`config.mk`:
```
export PLATFORM = sky130hd
export DESIGN_NAME = dispensa_troco_flat
export DESIGN_NICKNAME = d
export VERILOG_FILES = /design/src/rtl/dispensa_troco_if.sv /design/src/rtl/dispensa_troco.sv /design/src/flat_wrapper.sv
export SDC_FILE = /design/constraint.sdc
export NUM_CORES = 1
export LEC_CHECK = 0
export ABC_AREA = 1
export CORE_UTILIZATION = 30
export DETAILED_ROUTE_END_ITERATION = 8
export GPL_ROUTABILITY_DRIVEN = 0
export GPL_TIMING_DRIVEN = 1
export PLACE_DENSITY_LB_ADDON = 0.3
export SETUP_SLACK_MARGIN = 0.05
export SYNTH_ARGS = -nofsm -noshare
export SYNTH_HDL_FRONTEND = slang
export SYNTH_SLANG_ARGS = --single-unit
```
`constraint.sdc`:
```
create_clock -name clock -period 2.3 [get_ports clock]
set_input_delay 0.345 -clock clock [delete_from_list [all_inputs] [get_ports clock]]
set_output_delay 0.345 -clock clock [all_outputs]
set_load 0.01 [all_outputs]
```
`src/rtl/dispensa_troco_if.sv`:
```
// Change-dispenser handshake: control inputs, coin presentation and status.
interface dispensa_troco_if;
  logic       on_off;
  logic       iniciar;
  logic [4:0] valor_troco;
  logic       moeda_ack;
  logic [1:0] moeda_sel;
  logic       moeda_valid;
  logic       ocupado;
  logic       concluido;
  logic       troco_invalido;
  logic [4:0] restante;
  logic [2:0] qtd_moedas;

  // Dispenser side
  modport slave (
    input  on_off, iniciar, valor_troco, moeda_ack,
    output moeda_sel, moeda_valid, ocupado, concluido, troco_invalido,
           restante, qtd_moedas
  );

  // Controller / coin-mechanism side
  modport master (
    output on_off, iniciar, valor_troco, moeda_ack,
    input  moeda_sel, moeda_valid, ocupado, concluido, troco_invalido,
           restante, qtd_moedas
  );
endinterface

```
`src/rtl/dispensa_troco.sv`:
```
// Change dispenser: pays valor_troco with 10/5/2 coins, one coin per ack.
module dispensa_troco (
  input logic               clock,
  input logic               reset,
  dispensa_troco_if.slave   bus
);

  localparam int unsigned VW = 5;
  localparam int unsigned QW = 3;
  localparam int unsigned SW = 2;

  localparam logic [SW-1:0] SEL_NONE = 2'b00;
  localparam logic [SW-1:0] SEL_2    = 2'b01;
  localparam logic [SW-1:0] SEL_5    = 2'b10;
  localparam logic [SW-1:0] SEL_10   = 2'b11;

  typedef enum logic [1:0] {OCIOSO, OFERTA, FIM} state_t;

  state_t        state_q, state_d;
  logic [SW-1:0] sel_q, sel_d;
  logic          valid_q, valid_d;
  logic          ocupado_q;
  logic          concl_q, concl_d;
  logic          inval_q, inval_d;
  logic [VW-1:0] rest_q, rest_d;
  logic [QW-1:0] qtd_q, qtd_d;
  logic [VW-1:0] valor_atual;

  // Largest coin that never leaves an unpayable remainder (1 or 3)
  function automatic logic [SW-1:0] escolhe_moeda(input logic [VW-1:0] r);
    if (r >= VW'(10) && r != VW'(11) && r != VW'(13)) return SEL_10;
    else if (r >= VW'(5) && r != VW'(6) && r != VW'(8)) return SEL_5;
    else return SEL_2;
  endfunction

  // Face value of a coin code
  function automatic logic [VW-1:0] valor_moeda(input logic [SW-1:0] s);
    case (s)
      SEL_2:   return VW'(2);
      SEL_5:   return VW'(5);
      SEL_10:  return VW'(10);
      default: return VW'(0);
    endcase
  endfunction

  assign valor_atual = valor_moeda(sel_q);

  // State and registered outputs
  always_ff @(posedge clock) begin
    if (reset) begin
      state_q   <= OCIOSO;
      sel_q     <= SEL_NONE;
      valid_q   <= 1'b0;
      ocupado_q <= 1'b0;
      concl_q   <= 1'b0;
      inval_q   <= 1'b0;
      rest_q    <= '0;
      qtd_q     <= '0;
    end else begin
      state_q   <= state_d;
      sel_q     <= sel_d;
      valid_q   <= valid_d;
      ocupado_q <= (state_d != OCIOSO);
      concl_q   <= concl_d;
      inval_q   <= inval_d;
      rest_q    <= rest_d;
      qtd_q     <= qtd_d;
    end
  end

  // Next state and next output values
  always_comb begin
    state_d = state_q;
    sel_d   = sel_q;
    valid_d = valid_q;
    concl_d = 1'b0;
    inval_d = 1'b0;
    rest_d  = rest_q;
    qtd_d   = qtd_q;

    if (!bus.on_off) begin
      // Abort: keep coin count of the interrupted operation
      state_d = OCIOSO;
      sel_d   = SEL_NONE;
      valid_d = 1'b0;
      rest_d  = '0;
    end else begin
      case (state_q)
        OCIOSO: begin
          if (bus.iniciar) begin
            if (bus.valor_troco == VW'(1) || bus.valor_troco == VW'(3)) begin
              inval_d = 1'b1;
            end else if (bus.valor_troco == '0) begin
              state_d = FIM;
              concl_d = 1'b1;
              rest_d  = '0;
              qtd_d   = '0;
            end else begin
              state_d = OFERTA;
              rest_d  = bus.valor_troco;
              qtd_d   = '0;
              sel_d   = escolhe_moeda(bus.valor_troco);
              valid_d = 1'b1;
            end
          end
        end
        OFERTA: begin
          if (bus.moeda_ack && valid_q) begin
            rest_d = (rest_q >= valor_atual) ? rest_q - valor_atual : '0;
            if (qtd_q != '1) qtd_d = qtd_q + QW'(1);
            if (rest_d == '0) begin
              state_d = FIM;
              concl_d = 1'b1;
              sel_d   = SEL_NONE;
              valid_d = 1'b0;
            end else begin
              sel_d   = escolhe_moeda(rest_d);
            end
          end
        end
        FIM: begin
          state_d = OCIOSO;
        end
        default: begin
          state_d = OCIOSO;
          sel_d   = SEL_NONE;
          valid_d = 1'b0;
        end
      endcase
    end
  end

  assign bus.moeda_sel      = sel_q;
  assign bus.moeda_valid    = valid_q;
  assign bus.ocupado        = ocupado_q;
  assign bus.concluido      = concl_q;
  assign bus.troco_invalido = inval_q;
  assign bus.restante       = rest_q;
  assign bus.qtd_moedas     = qtd_q;

endmodule

```
`src/flat_wrapper.sv`:
```
// flat-port wrapper written by rule: the top's interface ports become plain ports
module dispensa_troco_flat 
  (clock, reset, bus_on_off, bus_iniciar, bus_valor_troco, bus_moeda_ack, bus_moeda_sel, bus_moeda_valid, bus_ocupado, bus_concluido, bus_troco_invalido, bus_restante, bus_qtd_moedas);
  dispensa_troco_if bus_i ();
  input logic clock;
  input logic reset;
  input wire logic [$bits(bus_i.on_off)-1:0] bus_on_off;
  input wire logic [$bits(bus_i.iniciar)-1:0] bus_iniciar;
  input wire logic [$bits(bus_i.valor_troco)-1:0] bus_valor_troco;
  input wire logic [$bits(bus_i.moeda_ack)-1:0] bus_moeda_ack;
  output wire logic [$bits(bus_i.moeda_sel)-1:0] bus_moeda_sel;
  output wire logic [$bits(bus_i.moeda_valid)-1:0] bus_moeda_valid;
  output wire logic [$bits(bus_i.ocupado)-1:0] bus_ocupado;
  output wire logic [$bits(bus_i.concluido)-1:0] bus_concluido;
  output wire logic [$bits(bus_i.troco_invalido)-1:0] bus_troco_invalido;
  output wire logic [$bits(bus_i.restante)-1:0] bus_restante;
  output wire logic [$bits(bus_i.qtd_moedas)-1:0] bus_qtd_moedas;
  assign bus_i.on_off = bus_on_off;
  assign bus_i.iniciar = bus_iniciar;
  assign bus_i.valor_troco = bus_valor_troco;
  assign bus_i.moeda_ack = bus_moeda_ack;
  assign bus_moeda_sel = bus_i.moeda_sel;
  assign bus_moeda_valid = bus_i.moeda_valid;
  assign bus_ocupado = bus_i.ocupado;
  assign bus_concluido = bus_i.concluido;
  assign bus_troco_invalido = bus_i.troco_invalido;
  assign bus_restante = bus_i.restante;
  assign bus_qtd_moedas = bus_i.qtd_moedas;
  dispensa_troco u_core (.clock(clock), .reset(reset), .bus(bus_i));
endmodule
```
# Word level (Yosys, flattened, before mapping)
# Cells that the tools add are included.
[totals]
register_bits = 16
input_bits = 10
out_inout_bits = 14
elab_cells = 104
[op_classes]
addsub = 2
order_cmp = 5
eq_ne = 22
n_mux = 42
bitwise = 4
n_reduce_logical = 21
[op_table]
columns = ["op", "n"]
rows = [
  ["two-way mux 2 bit", 15],
  ["inequality test 5 x 4 -> 1 bit (second input constant)", 6],
  ["two-way mux 5 bit", 5],
  ["two-way mux 3 bit", 4],
  ["case mux 4 bit (3 select lines)", 1],
  ["AND reduction 6 bit", 2],
  ["two-way mux 1 bit", 11],
  [">= comparator 5 x 3 -> 1 bit (second input constant)", 2],
  [">= comparator 5 x 4 -> 1 bit (second input constant)", 2],
  ["zero test 5 bit", 2],
  ["inequality test 5 x 3 -> 1 bit (second input constant)", 2],
  ["case mux 5 bit (2 select lines)", 1],
  ["logical AND 1 bit", 9],
  ["== test 2 bit (second input constant)", 3],
  ["inequality test 2 x 1 -> 1 bit (second input constant)", 3],
  ["inequality test 2 bit (second input constant)", 3],
  ["case mux 2 bit (3 select lines)", 1],
  ["case mux 3 bit (2 select lines)", 1],
  ["== test 5 x 1 -> 1 bit (second input constant)", 1],
  ["== test 5 x 2 -> 1 bit (second input constant)", 1],
  [">= comparator 5 x 4 -> 1 bit", 1],
  ["AND reduction 5 bit", 1],
  ["subtractor 5 x 4 -> 5 bit", 1],
  ["== test 2 x 1 -> 1 bit (second input constant)", 2],
  ["12 further kinds", 16],
]

# Depth between registers and ports, before layout
# Gate-level depths: netlist of run 1.
[logic_depth]
depth_word = 12
ltp_mapped = 20
depth_no_buf = 20

# Least setup slack after synthesis of run 1
# No wires, ideal clock.
[synth_path]
path_kind = "register to register"
from = "reg u_core.sel_q[0], in the netlist u_core.bus.moeda_sel[0]"
to = "reg u_core.valid_q, in the netlist u_core.bus.moeda_valid"
setup_ns = 0.123
arrival_time_ns = 1.945
required_time_ns = 2.177
slack_ns = 0.232
stages_incl_launch_ff = 17
path_buffers = 0
period_less_slack_ns = 2.068
path_cell_list = "dfxtp_1 > inv_1 > nand2_1 > inv_1 > ha_1 > inv_1 > fa_1 > nand3_1 > nand4_1 > nand2_1 > inv_2 > nand2_2 > nand2_1 > nor2_1 > nor2_2 > o21ai_0 > a21oi_1"
[synth_via]
elab_chain_len = 7
elab_cells_between_ends = 10
classes_between = "add/sub (1); order compare (1); eq/ne (4); mux (2); reduce/logical (2)"
[synth_rtl]
columns = ["item", "line", "source"]
rows = [
  ["from (decl)", "dispensa_troco.sv:20", "logic [SW-1:0] sel_q, sel_d;"],
  ["from (signal assigned)", "dispensa_troco.sv:61", "sel_q <= sel_d;"],
  ["== test 2 bit / == test 2 x 1 -> 1 bit (equally long branches)", "dispensa_troco.sv:38", "case (s)"],
  ["case mux 4 bit (3 select lines) (*)", "dispensa_troco.sv:38", ""],
  ["subtractor 5 x 4 -> 5 bit / >= comparator 5 x 4 -> 1 bit (equally long branches)", "dispensa_troco.sv:109", "rest_d = (rest_q >= valor_atual) ? rest_q - valor_atual : '0;"],
  ["two-way mux 5 bit (*)", "dispensa_troco.sv:109", ""],
  ["zero test 5 bit (*)", "dispensa_troco.sv:111", "if (rest_d == '0) begin"],
  ["inequality test 2 x 1 -> 1 bit (no line) (*)", "--", ""],
  ["AND reduction 6 bit (no line) (*)", "--", ""],
  ["to (signal assigned)", "dispensa_troco.sv:62", "valid_q <= valid_d;"],
  ["to (decl)", "dispensa_troco.sv:21", "logic valid_q, valid_d;"],
]
# Mark *: on every way between the ends. The rest lies on a longest branch, timed or not.
# A chain may end at the register's enable or synchronous reset.

# Worst setup path after layout of run 1
[layout_path]
from = "reg u_core.sel_q[0], in the netlist u_core.bus.moeda_sel[0]"
to = "reg u_core.ocupado_q, in the netlist u_core.bus.ocupado"
[layout_via]
elab_chain_len = 10
elab_cells_between_ends = 13
classes_between = "add/sub (1); order compare (1); eq/ne (3); mux (6); reduce/logical (2)"
[layout_rtl]
columns = ["item", "line", "source"]
rows = [
  ["== test 2 bit / == test 2 x 1 -> 1 bit (equally long branches)", "dispensa_troco.sv:38", ""],
  ["case mux 4 bit (3 select lines) (*)", "dispensa_troco.sv:38", ""],
  ["subtractor 5 x 4 -> 5 bit / >= comparator 5 x 4 -> 1 bit (equally long branches)", "dispensa_troco.sv:109", ""],
  ["two-way mux 5 bit (*)", "dispensa_troco.sv:109", ""],
  ["zero test 5 bit (*)", "dispensa_troco.sv:111", ""],
  ["two-way mux 2 bit (*)", "dispensa_troco.sv:111", ""],
  ["two-way mux 2 bit (*)", "dispensa_troco.sv:108", "if (bus.moeda_ack && valid_q) begin"],
  ["case mux 2 bit (2 select lines) (*)", "dispensa_troco.sv:88", "case (state_q)"],
  ["two-way mux 2 bit (*)", "dispensa_troco.sv:81", "if (!bus.on_off) begin"],
  ["nonzero test 2 bit (*)", "dispensa_troco.sv:63", "ocupado_q <= (state_d != OCIOSO);"],
  ["to (signal assigned)", "dispensa_troco.sv:63", ""],
  ["to (decl)", "dispensa_troco.sv:22", "logic ocupado_q;"],
]
# Marks and branches as above.

==> results of run 1 <==
==> metrics by stage <==
| stage | TNS (ps) | cell area, um^2 | hold WS (ps) |
|---|---|---|---|
| after global routing | -22.2 | 1580 | 527 |
| after floorplan | 0 | 1110 | 414 |
| final | 0 | 1580 | 491 |
| after CTS | 0 | 1460 | 494 |
| after detailed placement | 0 | 1400 | 484 |
| after global placement | 0 | 1400 | 480 |
==> sequential cells by signal (all words and copies together), names as in the netlist <==
name / count
u_core.bus.restante: 5
u_core.bus.qtd_moedas: 3
u_core.bus.moeda_valid: 1
u_core.state_q: 2
u_core.bus.ocupado: 1
u_core.bus.troco_invalido: 1
u_core.bus.moeda_sel: 2
u_core.bus.concluido: 1
==> how the worst max path moves through the flow <==
stage / from / endpoint / cells after the start
finish: u_core.bus.moeda_sel[0] / u_core.bus.ocupado / 17
global route: u_core.bus.moeda_sel[0] / u_core.bus.moeda_sel[0] / 19
CTS: u_core.bus.moeda_sel[0] / u_core.bus.moeda_valid / 16
detailed placement: u_core.bus.moeda_sel[0] / u_core.bus.moeda_valid / 16
global placement: u_core.bus.moeda_sel[0] / u_core.bus.moeda_valid / 16
floorplan: u_core.bus.moeda_sel[0] / u_core.bus.moeda_valid / 16
==> layer usage <==
layer | global-route usage (%) | vias up
li1 | - | 633
met4 | 4.94 | 0
met2 | 20.8 | 24
met5 | 0 | -
met1 | 20.8 | 518
met3 | 2.55 | 2
==> repair_timing <==
| item | CTS | global route |
|---|---|---|
| setup buffers | 0 | 4 |
| resized for setup | 0 | 23 |
| setup endpoints to repair | 0 | 7 |
==> cells by family after synthesis <==
| group | count (synthesis) |
|---|---|
| XOR/XNOR | 1 |
| AO/OA/AOI/OAI | 33 |
| flip-flops | 16 |
| adder cells (fa/ha/maj) | 7 |
| buffers and inverters | 27 |
| AND/OR/NAND/NOR | 93 |
==> power groups by stage <==
stage	sequential, uW	clock, uW	combinational (uW)
2_1_floorplan	312	0	244
3_3_place_gp	313	0	342
3_5_place_dp	313	0	340
4_1_cts	306	260	342
5_1_grt	311	272	453
6_report	309	254	409
==> cell usage in the layout, fill, tap and decap left out, drive strengths merged <==
cell | Yosys | routed
buf | 1 | 6
nor3 | 2 | 2
fa | 1 | 1
clkbuf | 0 | 4
o21ai | 14 | 14
clkdlybuf4s50 | 0 | 23
o22ai | 1 | 1
nand3 | 11 | 11
a21oi | 17 | 17
nand2 | 51 | 51
ha | 6 | 6
nand4 | 3 | 3
dfxtp | 16 | 16
xor2 | 1 | 1
inv | 26 | 26
nor2 | 26 | 26
a31oi | 1 | 1
==> worst register-to-register path: stages, from the launching register on <==
cell	delay, ps
sky130_fd_sc_hd__dfxtp_2	340
sky130_fd_sc_hd__inv_2	80
sky130_fd_sc_hd__nand2_4	70
sky130_fd_sc_hd__inv_2	60
sky130_fd_sc_hd__ha_4	120
sky130_fd_sc_hd__inv_2	40
sky130_fd_sc_hd__fa_2	390
sky130_fd_sc_hd__nand3_2	80
sky130_fd_sc_hd__nand4_1	70
sky130_fd_sc_hd__nand2_1	90
sky130_fd_sc_hd__inv_2	50
sky130_fd_sc_hd__nand2_4	80
sky130_fd_sc_hd__nand2_2	50
sky130_fd_sc_hd__nor2_2	130
sky130_fd_sc_hd__nor2_2	70
sky130_fd_sc_hd__buf_4	130
sky130_fd_sc_hd__nor2_2	130
sky130_fd_sc_hd__a21oi_2	60
==> cell type report <==
cell class                 instances  area share [%]
multi-input combinational        134            48.7
sequential                        16            20.4
timing repair buffer              29            17.4
inverter                          26            6.34
tap                               46            3.65
clock buffer                       4            3.49
==> results, run 1 <==
- The flow ran to the end, and the final reports show no timing, DRC or antenna violations.
- The half-perimeter wire length after detailed placement is 2150 um.
- Setup repair after global routing could not meet its margin everywhere.
- The number of nets produced by synthesis is 194.
- The multi-input combinational cells in the finished layout cover a total of 768 um^2.
- The sequential cells in the finished layout cover a total of 323 um^2.
- The startpoint kind of the worst setup timing path is a register.
- The number of enable-type register cells in the synthesized netlist is 0.
- By count the netlist is led by sky130_fd_sc_hd__nand2_1 (49), sky130_fd_sc_hd__nor2_1 (19), sky130_fd_sc_hd__a21oi_1 (16), sky130_fd_sc_hd__dfxtp_1 (16), sky130_fd_sc_hd__inv_1 (14).
- The clock tree from TritonCTS is built.
- The slowest stage of the critical path belongs to the cell sky130_fd_sc_hd__fa_2.
- After Yosys synthesis, full adders, half adders and majority gates account for 8.59% of the synthesized area.
- The starting density of the core is 32.2%.
- In this run the power spent charging and discharging nets is 361 uW.
- The die footprint is 3940 um^2.
- The number of primary I/O pins is 24.
- In this run the vertical extent of the chip is 62.8 um.
- In this run the deepest clock path goes through 2 buffers.
- The stage delay of the slowest cell on the critical path is 390 ps.
- The synthesized design devotes to its leading area cell type 28.9% of total area.
- In this run, the number of DRC markers left after iteration 0 of detailed routing was 52.
- The worst endpoint required time is 2430 ps.
- Counting instances, the worst hold path has a depth of 2.
- The mean area per synthesized cell is between 6 and 7 um^2.
- The final-layout fill cell count is 341.
- The origin of the worst min-delay path is u_core.bus.qtd_moedas[1].
- The number of different library cells in the post-synthesis netlist is 23.
- The cell total after placement is 247.
- The routed design uses between 1000 and 1500 um of met2 wire.
- The overall routed net length is 2950 um.
- The internal power of the cells totals between 600 and 700 uW.
- The parity-gate share of the synthesized area counting xor and xnor cells is less than 1%.
- The final-report hold violation count is 0.
- The number of clock sinks is 16.
- The die is about 63 um wide.
- At the pin with the least slew margin, the transition time is 459 ps.
- The largest net degree at the start of global routing is 11.
- The Yosys step of the flow raised 0 warnings.
- The number of core rows is 21.
- After detailed routing, the average wire length per cell comes to 11.6 um.
- The initial antenna violation count was 0.
- Grouping stages by cell kind, the critical path spends the most delay in simple AND/OR/NAND/NOR gates.
- Hold repair after CTS inserted 0 buffers.
- The wire length on met3 is 115 um.
- In this run the tool buffered the top-level ports with 23 buffer cells.
- Measured in cells, the most critical reg-to-reg path has a length of 17.
- In the final layout, the share of cells above drive strength 1 is 23.9%.
- The most common cell type on the critical path is sky130_fd_sc_hd__inv_2.
- Registers are responsible for 31.8% of the overall power.
- The slack of the worst reg-to-reg path is 150 ps.
- The most frequently used cell type in the post-synthesis netlist is sky130_fd_sc_hd__nand2_1.
- Based on the critical path, the design can be clocked at up to 466 MHz.
- OpenSTA, run right after detailed placement, puts the worst setup slack at 75.7 ps.
- The worst-path maximum fanout is 5.
- Dividing total power by cell area gives a power density of 615 nW/um^2.
- The simple logic cell fraction of the synthesized area is 36.2%.
- The count of placed standard cells in the final layout, fillers left out is 255.
- The worst slew margin relative to its limit is about 69%.
- The end of the worst register-to-register path is u_core.bus.ocupado.
- Data on the critical path arrives at its endpoint at 2280 ps.
- The count of final max-slew check failures was 0.
- The main combinational cell family by area after synthesis is simple AND/OR/NAND/NOR gates.
- The final layout contains around 230 nets.
- The fraction of synthesis flops using an asynchronous set or reset pin is 0%.
- The total clock buffers created by CTS is 3.
- The tool flagged a number of max-cap violations equal to 0.
- In this run, synthesis produced a sequential element count of 16.
- The synthesized netlist occupies a cell area of 1110 um^2.
- At the end of the flow the core is filled with cells to a little under half.
- The count of inserted antenna diode cells is 0.
- The setup path with the least slack is of type reg -> reg.
- The detailed router put a total of 1550 um of wire on met1.
- The shortest period the worst path allows is between 2000 and 2500 ps.
- The number of H-tree branching levels is 1.
- The count of TritonRoute iterations in the first routing pass is 4.
- Compared with the post-synthesis result, the final layout area differs by 42.6%.
- The number of buffer and inverter instances along the worst setup path is 5.
- The startpoint identified for the worst register-to-register timing path is u_core.bus.moeda_sel[0].
- In this run, the combinational gates consume 42.1% of the power.
- After synthesis, flip-flops and latches occupy roughly 29% of the total area.
- The worst setup skew after layout is 2.55 ps.
- The category of the worst setup path capture point is a register.
- The worst hold-check path type is reg -> reg.
- The worst-skew pair later-pin latency is between 200 and 300 ps.
- The post-synthesis mux area share is 0%.
- The number of vias per cell after detailed routing is ~4.6.
- The post-synthesis compound-gate area fraction is 15.8%.
- By area the synthesized netlist is led by sky130_fd_sc_hd__dfxtp_1 (29%), sky130_fd_sc_hd__nand2_1 (17%), sky130_fd_sc_hd__a21oi_1 (7.2%).
- The number of cells produced by synthesis is around 180.
- The final number of setup-violating endpoints is 0.
- The leakage power total is approximately 0.0007 uW.
- Clock-pin slew was measured on the worst setup and hold paths at 70 ps.
- The post-layout worst setup margin is 154 ps.
- After floorplanning, the core was sized to cover between 3000 and 4000 um^2.
- The via count of the first global-routing pass was 1020.
- The cell accounting for the most synthesized area is sky130_fd_sc_hd__dfxtp_1.
- Across the VDD grid, the largest voltage drop is 0.276 mV.
- The global routing usage summed across all routing layers is between 10% and 20%.
- After global routing the overflow that remains totals 0.
- The final critical path takes up 93.3% of the cycle.
- The total power consumption of the routed design is around 970 uW.
- After detailed routing, the number of remaining DRC violations is 0.
- The dominant synthesized flop cell is sky130_fd_sc_hd__dfxtp_1.
- The switching share of power is 37.2%.
- The hold-critical path endpoint is u_core.bus.qtd_moedas[1].
- Walking the worst path, the cells encountered are inv_2 > nand2_4 > inv_2 > ha_4 > inv_2 > fa_2 > nand3_2 > nand4_1 > nand2_1 > inv_2 > nand2_4 > nand2_2 > nor2_2 > nor2_2 > buf_4 > nor2_2 > a21oi_2.
- Summing over every cut layer, the via total after detailed routing is 1177.
- The root buffer cell chosen for the clock tree is sky130_fd_sc_hd__clkbuf_8.
- The global-route wire length before repair is 4500 um.
- The share of power burned in the clock network is about a quarter.
- Signal routing reaches up to met4.
- The remaining number of nets flagged by the antenna check after routing is 0.
Power figures use the tool's default switching activity.
==> run 2: changes to the inputs <==
--- a/config.mk
+++ b/config.mk
@@ -6,6 +6,7 @@
 export NUM_CORES = 1
 export LEC_CHECK = 0
 export ABC_AREA = 1
+export CAP_MARGIN = 10
 export CORE_UTILIZATION = 30
 export DETAILED_ROUTE_END_ITERATION = 8
 export GPL_ROUTABILITY_DRIVEN = 0
==> results of run 2 <==
Final layout, timing and power as in run 1 (identical DEF).
==> run 3: changes to the inputs <==
--- a/config.mk
+++ b/config.mk
@@ -7,12 +7,12 @@
 export LEC_CHECK = 0
 export ABC_AREA = 1
 export CAP_MARGIN = 10
-export CORE_UTILIZATION = 30
+export CORE_UTILIZATION = 50
 export DETAILED_ROUTE_END_ITERATION = 8
 export GPL_ROUTABILITY_DRIVEN = 0
 export GPL_TIMING_DRIVEN = 1
 export PLACE_DENSITY_LB_ADDON = 0.3
-export SETUP_SLACK_MARGIN = 0.05
+export SLEW_MARGIN = 40
 export SYNTH_ARGS = -nofsm -noshare
 export SYNTH_HDL_FRONTEND = slang
 export SYNTH_SLANG_ARGS = --single-unit
==> run 3 against run 2 <==
Worst setup slack got worse by 71 ps. Via count rose by 10%. Sequential share of layout area rose by 1.5 points. Combinational power barely moved. Largest cell class unchanged. Sequential power barely moved. Worst hold slack improved by 6.7 ps. Power fell by 5.6%. Maximum frequency fell by 3.2%. Cell count fell by 9.0%. Clock power fell by 20%.
==> results, run 3 (synthesis gave the netlist of run 1 again) <==
- The cell family contributing the most delay on the critical path is simple AND/OR/NAND/NOR gates.
- Measured along the y axis, the die boundary spans 49.1 um.
- For this design the static power due to leakage is between 0.0006 and 0.0007 uW.
- The worst hold-check path type is reg -> reg.
- The number of buffer and inverter instances along the worst setup path is 4.
- Cells with a size suffix above 1 make up a little over a fifth of the layout.
- The run finished with clean final reports.
- Global routing used 27.1% of the available tracks across all layers.
- The final-report hold violation count is 0.
- The clock-pin slew of the registers on the worst-case setup and hold paths is 110 ps.
- The first detailed-routing pass ran for 5 iterations.
- Once placement completed, the tool counted placed cells totaling 227.
- Summing over every cut layer, the via total after detailed routing is 1300.
- The finished layout holds between 200 and 250 standard cells, fillers aside.
- The stage delay of the slowest cell on the critical path is 370 ps.
- Across the run, the number of max-cap violations was 0.
- The number of core rows is 16.
- The initial antenna violation count came to 0.
- The clock tree from TritonCTS is built.
- The quantity of I/O buffers inserted on ports is 23.
- The worst slew margin relative to its limit is 73.7%.
- The worst-case clock buffer depth is 2.
- After the last flow step, the layout net total stands at between 200 and 250.
- IR analysis of the VDD net gives a maximum drop of between 0.5 and 0.6 mV.
- The critical path class is reg -> reg.
- Clock tree synthesis selected as its root buffer the cell sky130_fd_sc_hd__clkbuf_4.
- The register with the most flip-flops in the layout has 5 of them.
- The total overflow left after global routing is 0.
- For the pin with the worst max-slew slack, the measured transition is roughly 400 ps.
- After the first detailed-routing iteration, the DRC count stood at 93.
- The repair_antennas step left the layout with diodes totalling 0.
- Wires add up to approximately 3100 um.
- Entering global routing, the biggest net connects 11 pins.
- The number of DRC violations after detailed routing is 0.
- Traced cell by cell, the critical path runs through inv_2 > nand2_2 > inv_1 > ha_2 > inv_2 > fa_2 > nand3_2 > nand3_1 > nand2_1 > nand2_1 > inv_2 > nand2_4 > nand2_2 > nor2_4 > nor2_4 > nand2_1 > nand2_1 > nand2_1 > a21oi_2.
- The worst setup path is captured at a register.
- The ratio of total power to cell area is 623 nW/um^2.
- The floorplan core area is between 2000 and 2500 um^2.
- The die footprint is ~2400 um^2.
- The total clock buffers created by CTS is 3.
- The slowest cell on the critical path is sky130_fd_sc_hd__fa_2.
- The most common cell type on the critical path is sky130_fd_sc_hd__nand2_1.
- For this configuration, the core starts out at a cell density of between 50% and 60%.
- The worst setup path is launched from a register.
- The horizontal extent of the die is between 40 and 50 um.
- Data on the critical path arrives at its endpoint at around 2500 ps.
- The final clock period utilization by the worst path is 96.4%.
- The final number of setup-violating endpoints is 0.
- The routed length per placed instance is 13.5 um.
- The maximum clock frequency is 451 MHz.
- The most frequent standard cell in the layout excluding fill and tap cells is sky130_fd_sc_hd__nand2_1.
- The worst-skew pair later-pin latency is 310 ps.
- Counting I/O delays and the setup requirement, the final critical path takes 2220 ps.
- In the final timing run, aggregate negative setup slack is 0 ps.
- Along the worst path, the maximum fanout reaches 5.
- From synthesis to final layout, the design area changed by 32.9%.
- In the layout the commonest cells are sky130_fd_sc_hd__nand2_1 (46), sky130_fd_sc_hd__clkdlybuf4s50_1 (23), sky130_fd_sc_hd__nor2_1 (18).
- The remaining number of nets flagged by the antenna check after routing is 0.
- Clock skew on the completed layout was measured at 5.95 ps.
- The via count of the first global-routing pass came to 1212.
- The number of clock sinks is 16.
- The worst endpoint required time is 2550 ps.
- The global-route wire length before repair is 5020 um.
- The count of final max-slew check failures is 0.
- The number of vias per cell after detailed routing is around 5.6.
- The number of primary I/O pins is 24.
- The number of H-tree branching levels is 1.
- The HPWL after detailed placement is 2310 um.
- The total of hold buffers inserted after clock tree synthesis is 0.
[run 3: cell types whose count changed in the layout (fill, tap and decap cells not counted), moves of 2 or more]
cell and change:
sky130_fd_sc_hd__buf_4 -4, sky130_fd_sc_hd__clkbuf_4 +3, sky130_fd_sc_hd__clkbuf_8 -3, sky130_fd_sc_hd__ha_4 -3, sky130_fd_sc_hd__ha_1 +2, sky130_fd_sc_hd__nor2_2 -2, sky130_fd_sc_hd__nor2_4 +2
[run 3: final timing paths]
path | startpoint | end | slack, ps | cells after the start
worst max-delay path | u_core.bus.moeda_sel[0] | u_core.bus.moeda_sel[0] | 80 | 19
worst min-delay path | u_core.bus.qtd_moedas[2] | u_core.bus.qtd_moedas[2] | 500 | 2
worst max register to register | u_core.bus.moeda_sel[0] | u_core.bus.moeda_sel[0] | 80 | 19
worst min register to register | u_core.bus.qtd_moedas[2] | u_core.bus.qtd_moedas[2] | 500 | 2
[run 3: timing repair]
action                     4_1_cts  5_1_grt
setup endpoints to repair        0        7
buffers inserted                 0        1
gates resized for setup          0       19
[run 3: area by class of cell]
class	count	area, um^2
multi-input cells	134	733
fillers	163	551
flip-flops and latches	16	323
repair buffers	25	245
inverters	26	100
clock buffers	4	36.3
well taps	27	33.8
[run 3: stage by stage]
stage	setup slack [ps]	hold WS [ps]	power (uW)	instance area (um^2)	utilization, %
2_1_floorplan	232	414	557	1110	-
3_3_place_gp	161	473	643	1370	67.8
3_5_place_dp	53.0	481	654	1370	67.8
4_1_cts	26.0	496	850	1410	69.6
5_1_grt	-40.6	529	963	1470	72.8
6_report	83.2	498	917	1470	72.8
[run 3: tightest hold or removal path, delay by kind of cell, from the launching register on]
family | cells | cell delay [ps]
flip-flops | 1 | 340
AND/OR/NAND/NOR | 1 | 70
AO/OA/AOI/OAI | 1 | 50
[run 3: metal layers]
metal | up-vias | track usage (%) | routed length (um)
li1 | 623 | - | -
met1 | 595 | 32.5 | 1320
met2 | 63 | 44.7 | 1470
met3 | 19 | 7.79 | 230
met4 | 0 | 11.3 | 115
met5 | - | 0 | 0
[run 3: power breakdown]
part | switching [uW] | leakage, uW | internal (uW)
combinational | 258 | 0.000518 | 149
sequential | 16.0 | 0.000131 | 291
clock | 106 | 0.0000210 | 96.9
total | 380 | 0.000670 | 537
